**src/rtl/clutter_gate.sv**
```systemverilog
// Detection gate for the clutter remover: confirms consecutive threshold exceedances
// and queues detections toward the tracker. Optional stats counter: CLUTTER_GATE_STATS_EN.
module clutter_gate #(
  parameter int          DEPTH   = 4,
  parameter int          CONFIRM = 3,
  parameter logic [15:0] MARGIN  = 16'd16
) (
  input  logic        clk,
  input  logic        reset_n,
  input  logic        valid_in,
  output logic        in_ready,
  input  logic [15:0] intensity,
  input  logic [15:0] threshold,
  output logic        out_valid,
  input  logic        out_ready,
  output logic [15:0] out_intensity,
  output logic [15:0] out_excess,
  output logic [15:0] out_index
`ifdef CLUTTER_GATE_STATS_EN
  ,
  output logic [15:0] det_count
`endif
);

  localparam int             AW      = $clog2(DEPTH);
  localparam logic [AW:0]    DEPTH_C = (AW+1)'(DEPTH);
  localparam logic [AW:0]    CNT_ONE = (AW+1)'(1);
  localparam logic [AW-1:0]  PTR_ONE = AW'(1);
  localparam logic [4:0]     CONF_C  = 5'(CONFIRM);

  logic [47:0]   mem_q [DEPTH];
  logic [AW-1:0] wr_ptr_q, rd_ptr_q;
  logic [AW:0]   count_q, count_d;
  logic [3:0]    streak_q, streak_d;
  logic [15:0]   index_q;

  logic [16:0]   level_s;
  logic [15:0]   excess_s;
  logic [4:0]    streak_inc_s;
  logic          hit_s, det_s, accept_s, push_s, pop_s;

  assign in_ready  = (count_q < DEPTH_C);
  assign out_valid = (count_q != '0);
  assign {out_intensity, out_excess, out_index} = mem_q[rd_ptr_q];

  // Compare, streak tracking and FIFO occupancy next-state.
  always_comb begin
    level_s      = {1'b0, threshold} + {1'b0, MARGIN};
    hit_s        = ({1'b0, intensity} > level_s);
    excess_s     = intensity - level_s[15:0];
    accept_s     = valid_in && in_ready;
    streak_inc_s = {1'b0, streak_q} + 5'd1;
    det_s        = hit_s && (streak_inc_s >= CONF_C);
    push_s       = accept_s && det_s;
    pop_s        = out_valid && out_ready;

    streak_d = streak_q;
    if (!accept_s) begin
      streak_d = streak_q;
    end else if (hit_s) begin
      streak_d = (streak_inc_s >= CONF_C) ? CONF_C[3:0] : streak_inc_s[3:0];
    end else begin
      streak_d = 4'd0;
    end

    case ({push_s, pop_s})
      2'b10:   count_d = count_q + CNT_ONE;
      2'b01:   count_d = count_q - CNT_ONE;
      default: count_d = count_q;
    endcase
  end

  // FIFO storage, pointers, streak and sample index; reset discards queued entries.
  always_ff @(posedge clk or negedge reset_n) begin
    if (!reset_n) begin
      for (int i = 0; i < DEPTH; i++) mem_q[i] <= 48'd0;
      wr_ptr_q <= '0;
      rd_ptr_q <= '0;
      count_q  <= '0;
      streak_q <= 4'd0;
      index_q  <= 16'd0;
    end else begin
      if (push_s) begin
        mem_q[wr_ptr_q] <= {intensity, excess_s, index_q};
        wr_ptr_q        <= wr_ptr_q + PTR_ONE;
      end
      if (pop_s) begin
        rd_ptr_q <= rd_ptr_q + PTR_ONE;
      end
      if (accept_s) begin
        index_q <= index_q + 16'd1;
      end
      count_q  <= count_d;
      streak_q <= streak_d;
    end
  end

`ifdef CLUTTER_GATE_STATS_EN
  logic [15:0] det_count_q;

  // Saturating count of FIFO pushes.
  always_ff @(posedge clk or negedge reset_n) begin
    if (!reset_n) begin
      det_count_q <= 16'd0;
    end else if (push_s && (det_count_q != 16'hFFFF)) begin
      det_count_q <= det_count_q + 16'd1;
    end else begin
      det_count_q <= det_count_q;
    end
  end

  assign det_count = det_count_q;
`endif

endmodule

```
**config.mk**
```make
export PLATFORM = sky130hd
export DESIGN_NAME = clutter_gate
export DESIGN_NICKNAME = d
export VERILOG_FILES = /design/src/rtl/clutter_gate.sv
export SDC_FILE = /design/constraint.sdc
export NUM_CORES = 1
export LEC_CHECK = 0
export BUFFER_PORTS_ARGS = -buffer_cell sky130_fd_sc_hd__buf_4
export CORE_UTILIZATION = 50
export CTS_CLUSTER_SIZE = 8
export DETAILED_ROUTE_END_ITERATION = 7
export GPL_ROUTABILITY_DRIVEN = 0
export PLACE_DENSITY = 0.68
export SYNTH_ARGS = -nofsm -noshare
export SYNTH_HDL_FRONTEND = slang
export SYNTH_SLANG_ARGS = --single-unit
```
**constraint.sdc**
```tcl
create_clock -name clk -period 3.4 [get_ports clk]
set_clock_uncertainty 0.2 [all_clocks]
set_input_delay 0.34 -clock clk [delete_from_list [all_inputs] [get_ports clk]]
set_output_delay 0.34 -clock clk [all_outputs]
set_load 0.05 [all_outputs]
```
=== Word level (Yosys, flattened, before mapping) ===
Cells that the tools add are included.

* Bitwise gates (word level): 2
* Equality and inequality tests: 2
* Reductions and logical operators: 7
* Magnitude comparators: 6
* $add $sub $neg: 8
* Multiplexer cells: 9

{| class="wikitable"
|+ Operator list
! cell !! count
|-
| 192-bit bitwise mux || 1
|-
| 48-bit two-way mux || 3
|-
| 48-bit binary-select mux with 2-bit select || 1
|-
| 48-bit demux with 2-bit select || 1
|-
| 16-bit by 5-bit adder with 17-bit output, second input constant || 1
|-
| 16-bit by 17-bit > comparator with 1-bit output || 1
|-
| 16-bit by 1-bit adder with 16-bit output, second input constant || 1
|-
| 16-bit subtractor || 1
|-
| 4-bit two-way mux || 2
|-
| 3-bit >= comparator, second input constant || 2
|-
| 2-bit inverter with 3-bit output || 2
|-
| 3-bit case mux with 2 select lines || 1
|-
| 4-bit by 1-bit adder with 5-bit output, second input constant || 1
|-
| 5-bit by 2-bit >= comparator with 1-bit output, second input constant || 1
|-
| 1-bit logical AND || 5
|-
| 2-bit by 1-bit adder with 2-bit output, second input constant || 2
|-
| 3-bit by 1-bit adder with 3-bit output, second input constant || 1
|-
| 3-bit by 1-bit less-than comparator with 1-bit output, second input constant || 1
|-
| 3-bit less-than comparator, second input constant || 1
|-
| 3-bit nonzero test || 1
|-
| 3-bit by 1-bit subtractor with 3-bit output, second input constant || 1
|-
| 2-bit by 1-bit == test with 1-bit output, second input constant || 1
|-
| 2-bit == test, second input constant || 1
|-
| 2-bit nonzero test || 1
|}

* Word-level logic and storage cells: 43
* Output and inout bits: 50
* Bits of input ports: 36
* Bits in registers: 219

=== Longest topological paths before layout ===
Gate-level depths: netlist of run 1.

* Depth in word-level cells: 6
* Depth in mapped cells: 18
* Depth with buffers taken out: 18

=== Worst setup path after synthesis of run 1 ===
No wires, ideal clock.

* Path kind: input port to flip-flop
* Start: input threshold[4]
* End: register count_q[2]
* Buffers on the path: 0
* Setup time: 0.141 ns
* Arrival: 3.033 ns
* Cell stages on the path: 17
* Slack: 0.026 ns
* Required time: 3.059 ns
* Cells stage by stage: ha_1 -> nand4_1 -> nor2_1 -> xnor2_1 -> ha_1 -> a21oi_2 -> o21a_1 -> o21ai_1 -> a21oi_2 -> a21oi_2 -> inv_1 -> ha_1 -> inv_1 -> fa_1 -> xor2_1 -> nor2_1 -> xnor2_1

* Cells in the longest elaborated chain, start to end: 6
* Elaborated cells between the ends (all ways): 8
* Those cells by class: 1 x add/sub; 1 x order compare; 2 x eq/ne; 1 x mux; 3 x reduce/logical

{| class="wikitable"
|+ Ends and longest elaborated chain
! item !! RTL line !! text
|-
| start, declared || 13 || <nowiki>input logic [15:0] threshold,</nowiki>
|-
| 16-bit by 5-bit adder with 17-bit output * || 48 || <nowiki>level_s = {1'b0, threshold} + {1'b0, MARGIN};</nowiki>
|-
| 16-bit by 17-bit > comparator with 1-bit output * || 49 || <nowiki>hit_s = ({1'b0, intensity} > level_s);</nowiki>
|-
| 1-bit logical AND * || 53 || <nowiki>det_s = hit_s && (streak_inc_s >= CONF_C);</nowiki>
|-
| 1-bit logical AND * || 54 || <nowiki>push_s = accept_s && det_s;</nowiki>
|-
| 2-bit by 1-bit == test with 1-bit output / 2-bit == test (equally long branches) || 66 || <nowiki>case ({push_s, pop_s})</nowiki>
|-
| 3-bit case mux with 2 select lines / 2-bit nonzero test (equally long branches) || -- ||
|-
| end signal, assigned || 93 || <nowiki>count_q <= count_d;</nowiki>
|-
| end, declared || 33 || <nowiki>logic [AW:0] count_q, count_d;</nowiki>
|}

Every way passes the cells marked *; elsewhere a longest branch is shown, timed or not.
A chain may end at the register's enable or synchronous reset.

=== Worst setup path after layout of run 1 ===
* Start: input intensity[1]
* End: register count_q[2]

* Cells in the longest elaborated chain, start to end: 5
* Elaborated cells between the ends (all ways): 7
* Those cells by class: 1 x order compare; 2 x eq/ne; 1 x mux; 3 x reduce/logical

{| class="wikitable"
|+ Ends and longest elaborated chain
! item !! RTL line !! text
|-
| start, declared || 12 || <nowiki>input logic [15:0] intensity,</nowiki>
|-
| 16-bit by 17-bit > comparator with 1-bit output * || 49 ||
|-
| 1-bit logical AND * || 53 ||
|-
| 1-bit logical AND * || 54 ||
|-
| 2-bit by 1-bit == test with 1-bit output / 2-bit == test (equally long branches) || 66 ||
|-
| 3-bit case mux with 2 select lines / 2-bit nonzero test (equally long branches) || -- ||
|}

Marks and branches as above.

==> results of run 1 <==
==> worst min path at each step <==
stage                     slack, ps    startpoint    endpoint
after floorplan                -160       reset_n  count_q[0]
after global placement          200       reset_n  mem_q[149]
after detailed placement        200       reset_n  mem_q[149]
after CTS                        60  threshold[0]  mem_q[112]
after global routing             80  threshold[0]  mem_q[112]
final                            70  threshold[0]  mem_q[112]
==> flip-flops by register name (all words and copies together), names as in the netlist <==
register	cells
wr_ptr_q	2
index_q	16
streak_q	4
rd_ptr_q	2
count_q	3
mem_q	192
==> timing repair <==
action                                  in CTS  in global routing
endpoints found under the hold margin      138                  0
hold buffers                                19                  0
endpoints found under the setup margin       0                  0
==> worst max-delay path: stages <==
cell and delay (ps):
dlygate4sd3_1 540, buf_4 160, ha_1 310, nor2b_4 140, o211a_1 210, o2111a_1 290
o2111ai_4 250, a21oi_2 90, inv_1 60, ha_1 170, inv_1 60, fa_1 380
xor2_1 150, nor2_1 110, xnor2_1 120
==> kinds of logic (layout without fill, tap and decap cells) <==
| family | count (synthesis) | in the layout |
|---|---|---|
| xor gates and xnor gates | 44 | 44 |
| muxes | 216 | 216 |
| and+or+nand+nor | 115 | 115 |
| adders and majority gates | 28 | 28 |
| AOI/OAI and AO/OA | 82 | 82 |
| DFF | 219 | 219 |
| buffers and inverters | 54 | 196 |
==> area by class of cell <==
type / count / share of cell area [%]
inverter: 18 / 0.518
sequential: 219 / 42.0
timing repair buffer: 142 / 10.0
multi-input combinational: 485 / 38.5
clock inverter: 2 / 0.297
tap: 275 / 2.64
clock buffer: 34 / 6.03
==> layer usage <==
layer / vias up / wire [um] / part of all wire [%] / global-route usage, %
li1: 3015 / - / - / -
met1: 3526 / 10500 / 44 / 30.2
met2: 155 / 11800 / 50 / 38.8
met3: 42 / 844 / 3.6 / 3.15
met4: 0 / 512 / 2.2 / 6.02
met5: - / 0 / 0 / 0
==> power by group through the flow <==
| stage | Clock [mW] | Combinational, mW | Sequential [mW] |
|---|---|---|---|
| finish | 2.70 | 4.23 | 3.91 |
| global route | 2.86 | 4.49 | 4.02 |
| detailed placement | 0 | 4.23 | 3.95 |
| floorplan | 0 | 3.22 | 3.66 |
| CTS | 2.75 | 4.26 | 3.92 |
| global placement | 0 | 4.12 | 3.86 |
==> cell usage in the layout (no fill, tap or decap), drive strengths merged, types with 12 or more instances in the layout <==
cell type / n
mux4: 48
buf: 122
a21oi: 25
mux2: 168
clkbuf: 35
xnor2: 32
dfrtp: 219
nand2: 30
xor2: 12
dlygate4sd3: 19
nand2b: 20
nor2: 20
ha: 26
inv: 19
nand3: 20
o21ai: 30
==> per-stage QoR <==
step	hold slack, ps	area [sq um]
finish	73.9	13000
global route	76.8	13000
detailed placement	204	12000
CTS	61.6	13000
global placement	197	12000
floorplan	-156	10800
==> reports/metrics.yaml, run 1 <==
logic_synthesis:
  synth_area_leader_cell: "dfrtp_1"
  ys_seq_area_share_pct: 50.8
  async_flop_share_pct: 100
  synth.most_common_cell: "dfrtp_1"
  synth_flop_cell: "dfrtp_1"
  yosysWarnings: 0
  synth_edf_count: 0
  synthXorXnorAreaFrac_pct: 3.57
  ys_ff_latch: 219
  synth_compound_area_share_pct: 5.16
  synth_fa_ha_area_share_pct: 3.39
  syn_inst: 758
  syn_area_sq_um: 10800
  synth_top_family_by_area: "multiplexers"
  synthMuxAreaShare_pct: 28.7
  synth.distinct_cells: 48
  syn-num-nets: 822
  synthTopCellsByArea: "dfrtp_1, mux2_2, mux4_2"
  yosys.area_share.simple_pct: 5.45
  avgSynthCellArea_sq_um: 14.2
  synth.top_cell.area_share_pct: 50.8
  ys_top_cells_by_count: "dfrtp_1, mux2_2, mux4_2"
sta:
  setup_slack_ps: 276
  max-slew-margin-rel_pct: 54.4
  rsz0062_at_grt: "no"
  hold_violations: 0
  finalMaxSlewViolations: 0
  fmax_mhz: 320
  period_share_pct: 91.9
  setup_viol: 0
  setup_tns_ps: 0
  worstMarginPinSlew_ps: 684
  period_needed_ps: 3120
routing:
  vias: 6738
  final_antenna_net_count: 0
  dr.pass1.iters: 4
  wl_um: 23700
  via_per_inst: 5.73
  wl_per_cell_um: 20.1
  drt_iter0_markers: 328
  drc: 0
power:
  p_switching_mw: 3.91
  p_total_mw: 10.8
  seqPwrFrac_pct: 36.1
  p_per_area_nw_per_um2: 830
  swShare_pct: 36.1
  internal_power_mw: 6.92
  ir_worst_vdd_mv: 0.641
  power.static_leakage_nw: 6.06
  comb_power_share_pct: 39.0
  p_clk_share_pct: 24.9
cells_and_area:
  n_antenna_cell: 0
  layout.cells.non_filler: 1175
  final_nets: 961
  multi_input_area_sq_um: 5020
  syn_to_final_growth_pct: 21.0
  drive_gt1_share_pct: 43.2
  nFillCells: 1602
  seq_area_sq_um: 5490
  fin_util_pct: 61.9
critical_path:
  worstPathRequired_ps: 3660
  r2r-end: "count_q[2]"
  crit_path_start: "intensity[1]"
  criticalPathCategory: "in2reg"
  cp_max_fo: 6
  reg2regPathDepth: 14
  endpoint_kind: "register"
  crit_end: "count_q[2]"
  crit_arrival_ps: 3390
  regToRegSetupSlack_ps: 590
  cp-start-kind: "input pin"
  r2r-start: "streak_q[0]"
die:
  die_x_um: 149
  die_h_um: 149
  boundaryPins: 86
  core.rowCount: 53
  core_sq_um: 21100
  dieArea_sq_um: 22200
  start_util_pct: 51.1
grt:
  grt_overflow_total: 0
  grt_pass1_vias: 7436
  grt_pass1_wl_um: 39300
  antenna_found_initial: 0
  grt_max_degree: 76
  grtUsageTotal_pct: 22.6
place:
  io_buffer_count: 85
  pre_cts_slack_ps: -54.4
  dp_cells: 1120
  dp.final_hpwl_um: 16200
clock_network:
  h-tree-depth: 1
  cts.path.max_buffers: 3
  post_cts_buffers: 0
  ctsResizeCount: 0
  cts_tree: "yes"
  cts-root-buf: "clkbuf_16"
  clk_pin_slew_worst_paths_ps: 50
  clk_latency_ps: 540
  cts_sinks: 219
  numCtsBuffers: 31
worst_hold_path:
  hold_class: "in2reg"
  whs_path_depth: 3
run:
  max-cap-violations: 0
outcome:
  run_status: "complete, no violations"
Power figures use the tool's default switching activity.
==> inputs of run 2 (changes only) <==
--- a/config.mk
+++ b/config.mk
@@ -6,11 +6,13 @@
 export NUM_CORES = 1
 export LEC_CHECK = 0
 export BUFFER_PORTS_ARGS = -buffer_cell sky130_fd_sc_hd__buf_4
+export CELL_PAD_IN_SITES_DETAIL_PLACEMENT = 0
+export CELL_PAD_IN_SITES_GLOBAL_PLACEMENT = 1
 export CORE_UTILIZATION = 50
 export CTS_CLUSTER_SIZE = 8
 export DETAILED_ROUTE_END_ITERATION = 7
 export GPL_ROUTABILITY_DRIVEN = 0
-export PLACE_DENSITY = 0.68
+export PLACE_DENSITY_LB_ADDON = 0.1
 export SYNTH_ARGS = -nofsm -noshare
 export SYNTH_HDL_FRONTEND = slang
 export SYNTH_SLANG_ARGS = --single-unit
==> reports/metrics.yaml, run 2 (synthesized netlist as in run 1, its figures left out) <==
outcome:
  run_status: "complete, no violations"
power:
  p_total_mw: 10.8
  power.static_leakage_nw: 6.04
  ir_worst_vdd_mv: 0.563
  p_per_area_nw_per_um2: 831
clock_network:
  h-tree-depth: 1
  ctsResizeCount: 0
  clk_latency_ps: 540
  cts.path.max_buffers: 3
  clk_pin_slew_worst_paths_ps: 50
  numCtsBuffers: 31
  cts-root-buf: "clkbuf_16"
  cts_tree: "yes"
  post_cts_buffers: 0
  hold_buffers: 19
  cts_sinks: 219
critical_path:
  worstPathRequired_ps: 3650
  critPathSlowestCell: "dlygate4sd3_1"
  cp_max_fo: 6
  cp-start-kind: "input pin"
  max_stage_delay_ps: 550
  r2r-start: "streak_q[0]"
  endpoint_kind: "register"
  cp_top_family: "buffers and inverters"
  criticalPathCategory: "in2reg"
  crit_path_start: "intensity[1]"
  crit_arrival_ps: 3380
  path_cells: "dlygate4sd3_1 > buf_4 > ha_1 > nor2b_4 > o211a_1 > o2111a_1 > o2111ai_4 > a21oi_2 > inv_1 > ha_1 > inv_1 > fa_1 > xor2_1 > nor2_1 > xnor2_1"
  path_buf_inv: 4
die:
  core_sq_um: 21100
  core.rowCount: 53
  start_util_pct: 51.1
  boundaryPins: 86
  dieArea_sq_um: 22200
  die_x_um: 149
  die_h_um: 149
sta:
  setup_slack_ps: 273
  finalMaxSlewViolations: 0
  fmax_mhz: 320
  holdWs_ps: 68.3
  period_share_pct: 92.0
  setup_tns_ps: 0
  worstMarginPinSlew_ps: 794
  period_needed_ps: 3130
  hold_violations: 0
  max-slew-margin-rel_pct: 47.0
  rsz0062_at_grt: "no"
  setup_viol: 0
routing:
  dr.pass1.iters: 4
  drt_iter0_markers: 312
  via_per_inst: 5.63
  wl_um: 23900
  final_antenna_net_count: 0
  vias: 6620
  drc: 0
  wl_per_cell_um: 20.4
cells_and_area:
  layout_common_cells: "dfrtp_1, mux2_2, buf_4"
  drive_gt1_share_pct: 43.3
  regMostFlops: "mem_q"
  nFillCells: 1626
  syn_to_final_growth_pct: 20.1
  final_nets: 962
  layout.cells.non_filler: 1176
  finalInstanceArea_sq_um: 12900
  multi_input_area_sq_um: 5020
  seq_area_sq_um: 5490
  largestRegisters: "mem_q x192, index_q x16, streak_q x4"
  final_common_cell: "dfrtp_1"
  n_antenna_cell: 0
  largest_reg_flops: 192
  fin_util_pct: 61.4
grt:
  antenna_found_initial: 0
  grt_pass1_wl_um: 39900
  grt_overflow_total: 0
  grtUsageTotal_pct: 23.1
  grt_max_degree: 100
  grt_pass1_vias: 7372
place:
  pre_cts_slack_ps: -79.5
  dp.final_hpwl_um: 16100
  io_buffer_count: 85
  dp_cells: 1121
  placed_cell_area_sq_um: 12000
worst_hold_path:
  hold_class: "in2reg"
  min_from: "threshold[0]"
run:
  max-cap-violations: 0
-- run 2: worst min-delay path: cells and delay by family --
family / cells / cell delay, ps
fa+ha+maj: 1 / 210
compound gates: 1 / 110
buf+inv: 1 / 80
-- run 2: metal layers --
metal  wire [um]  vias up  track usage, %
met1       10700     3439            31.9
met4         308        0            5.41
met3        1040       26            3.12
met5           0        -               0
li1            -     3026               -
met2       11900      129            39.0
-- run 2: path summary, 6_finish.rpt --
kind,end,slack [ps],cells past startpoint
min in group asynchronous,mem_q[150],220,2
max in group asynchronous,mem_q[38],1830,3
setup reg to reg,count_q[2],760,14
hold reg to reg,count_q[0],280,1
setup / recovery,count_q[2],270,15
hold / removal,mem_q[16],70,3
-- run 2: power by group --
group / internal (mW) / switching, mW / leakage [nW] / total [mW]
Clock: 1.60 / 1.04 / 0.394 / 2.64
Sequential: 3.36 / 0.588 / 2.93 / 3.94
Combinational: 1.89 / 2.28 / 2.72 / 4.17
-- run 2: layout make-up --
class | instances | area share (%)
flip-flops and latches | 219 | 42.4
multi-input cells | 485 | 38.8
repair buffers | 143 | 9.48
clock buffers | 34 | 6.08
well taps | 275 | 2.66
inverters | 18 | 0.522
clock inverters | 2 | 0.106
==> inputs of run 3 (changes only) <==
--- a/config.mk
+++ b/config.mk
@@ -12,7 +12,8 @@
 export CTS_CLUSTER_SIZE = 8
 export DETAILED_ROUTE_END_ITERATION = 7
 export GPL_ROUTABILITY_DRIVEN = 0
-export PLACE_DENSITY_LB_ADDON = 0.1
+export PLACE_DENSITY = 0.81
 export SYNTH_ARGS = -nofsm -noshare
 export SYNTH_HDL_FRONTEND = slang
 export SYNTH_SLANG_ARGS = --single-unit
+export TNS_END_PERCENT = 10
==> reports/metrics.yaml, run 3 (synthesized netlist as in run 1, its figures left out) <==
outcome:
  run_status: "complete, no violations"
clock_network:
  post_cts_buffers: 0
  clk_pin_slew_worst_paths_ps: 50
  h-tree-depth: 1
  cts-root-buf: "clkbuf_16"
  cts_tree: "yes"
  cts_sinks: 219
  cts.path.max_buffers: 3
  numCtsBuffers: 31
  clk_latency_ps: 550
routing:
  vias: 6651
  wl_per_cell_um: 20.2
  dr.pass1.iters: 4
  final_antenna_net_count: 0
  drc: 0
  wl_um: 23700
  via_per_inst: 5.67
  drt_iter0_markers: 263
worst_hold_path:
  min_to: "mem_q[160]"
  hold_class: "in2reg"
  whs_path_depth: 3
  min_from: "threshold[0]"
critical_path:
  r2r-end: "count_q[1]"
  cp_top_family: "buffers and inverters"
  criticalPathCategory: "in2reg"
  regToRegSetupSlack_ps: 720
  path_buf_inv: 4
  critPathSlowestCell: "dlygate4sd3_1"
  cp-start-kind: "input pin"
  endpoint_kind: "register"
  reg2regPathDepth: 12
  r2r-start: "streak_q[0]"
  path_cells: "dlygate4sd3_1 > buf_4 > ha_1 > nor2b_4 > o211a_1 > o2111a_1 > o2111ai_4 > a21oi_2 > inv_1 > ha_1 > inv_1 > fa_1 > xor2_1 > nor2_1 > xnor2_1"
  worstPathRequired_ps: 3660
  cp_max_fo: 6
  crit_arrival_ps: 3370
  max_stage_delay_ps: 550
die:
  start_util_pct: 51.1
  core.rowCount: 53
  die_h_um: 149
  core_sq_um: 21100
  die_x_um: 149
  boundaryPins: 86
  dieArea_sq_um: 22200
place:
  dp_cells: 1118
  io_buffer_count: 85
  dp.final_hpwl_um: 16100
  pre_cts_slack_ps: -42.1
  placed_cell_area_sq_um: 12000
sta:
  fmax_mhz: 322
  hold_violations: 0
  period_needed_ps: 3110
  holdWs_ps: 107
  finalMaxSlewViolations: 0
  setup_viol: 0
  period_share_pct: 91.3
  setup_slack_ps: 294
  setup_tns_ps: 0
  rsz0062_at_grt: "no"
  worstMarginPinSlew_ps: 848
  max-slew-margin-rel_pct: 43.5
power:
  p_switching_mw: 3.90
  seqPwrFrac_pct: 36.1
  comb_power_share_pct: 39.0
  swShare_pct: 36.1
  ir_worst_vdd_mv: 0.643
  p_per_area_nw_per_um2: 830
  internal_power_mw: 6.92
  power.static_leakage_nw: 6.06
  p_clk_share_pct: 24.9
cells_and_area:
  largest_reg_flops: 192
  layout.cells.non_filler: 1172
  syn_to_final_growth_pct: 21.0
  nFillCells: 1611
  largestRegisters: "mem_q x192, index_q x16, streak_q x4"
  seq_area_sq_um: 5490
  layout_common_cells: "dfrtp_1, mux2_2, buf_4"
  final_nets: 959
  final_common_cell: "dfrtp_1"
  finalInstanceArea_sq_um: 13000
  regMostFlops: "mem_q"
  multi_input_area_sq_um: 5020
  drive_gt1_share_pct: 43.1
  n_antenna_cell: 0
grt:
  grtUsageTotal_pct: 22.7
  grt_overflow_total: 0
  grt_pass1_wl_um: 39200
  grt_max_degree: 104
  antenna_found_initial: 0
  grt_pass1_vias: 7394
run:
  max-cap-violations: 0
-- run 3: how the worst max path moves through the flow --
stage / from / to / slack [ps] / cells after the start
floorplan: threshold[4] / count_q[2] / 30 / 17
detailed placement: threshold[7] / count_q[2] / -40 / 17
CTS: intensity[1] / count_q[2] / 320 / 15
global placement: threshold[4] / count_q[2] / 40 / 17
global route: intensity[8] / count_q[2] / 120 / 15
finish: intensity[1] / count_q[2] / 290 / 15
-- run 3: power by group through the flow --
| stage | sequential [mW] | clock, mW | combinational (mW) |
|---|---|---|---|
| after CTS | 3.91 | 2.77 | 4.26 |
| after detailed placement | 3.94 | 0 | 4.23 |
| after floorplan | 3.66 | 0 | 3.22 |
| after global placement | 3.86 | 0 | 4.14 |
| after global routing | 4.01 | 2.87 | 4.47 |
| final | 3.90 | 2.70 | 4.22 |
-- run 3: metal layers --
layer  routed length (um)  up-vias  part of all wire [%]  GRT usage, %
met4                  465        0                   2.0          5.92
met3                  857       37                   3.6          3.03
met5                    0        -                     0             0
met2                11900      134                    50          38.3
met1                10400     3470                    44          31.0
li1                     -     3010                     -             -
-- run 3: timing repair --
action	CTS	global route
resized for setup	0	0
hold endpoints to repair	168	0
hold buffers	19	0
-- run 3: metrics by stage --
stage,power (mW),util [%]
final,10.8,61.8
after floorplan,6.88,-
after detailed placement,8.17,57.0
after global placement,7.99,57.0
after global routing,11.3,61.8
after CTS,10.9,61.8
-- run 3: layout make-up --
class | instances | share of cell area (%)
repair buffers | 140 | 10.0
inverters | 18 | 0.518
multi-input cells | 485 | 38.5
clock buffers | 33 | 6.01
well taps | 275 | 2.64
flip-flops and latches | 219 | 42.1
clock inverters | 2 | 0.297
-- run 3: worst register-to-register path: stages (launching register included) --
cell and delay, ps:
dfrtp_1 380, inv_1 80, ha_1 310, nor2_1 90, nor3_1 50, o21ai_1 290
nand2_1 120, a21oi_2 150, inv_1 50, ha_1 200, inv_1 80, fa_1 410
o21ai_0 180
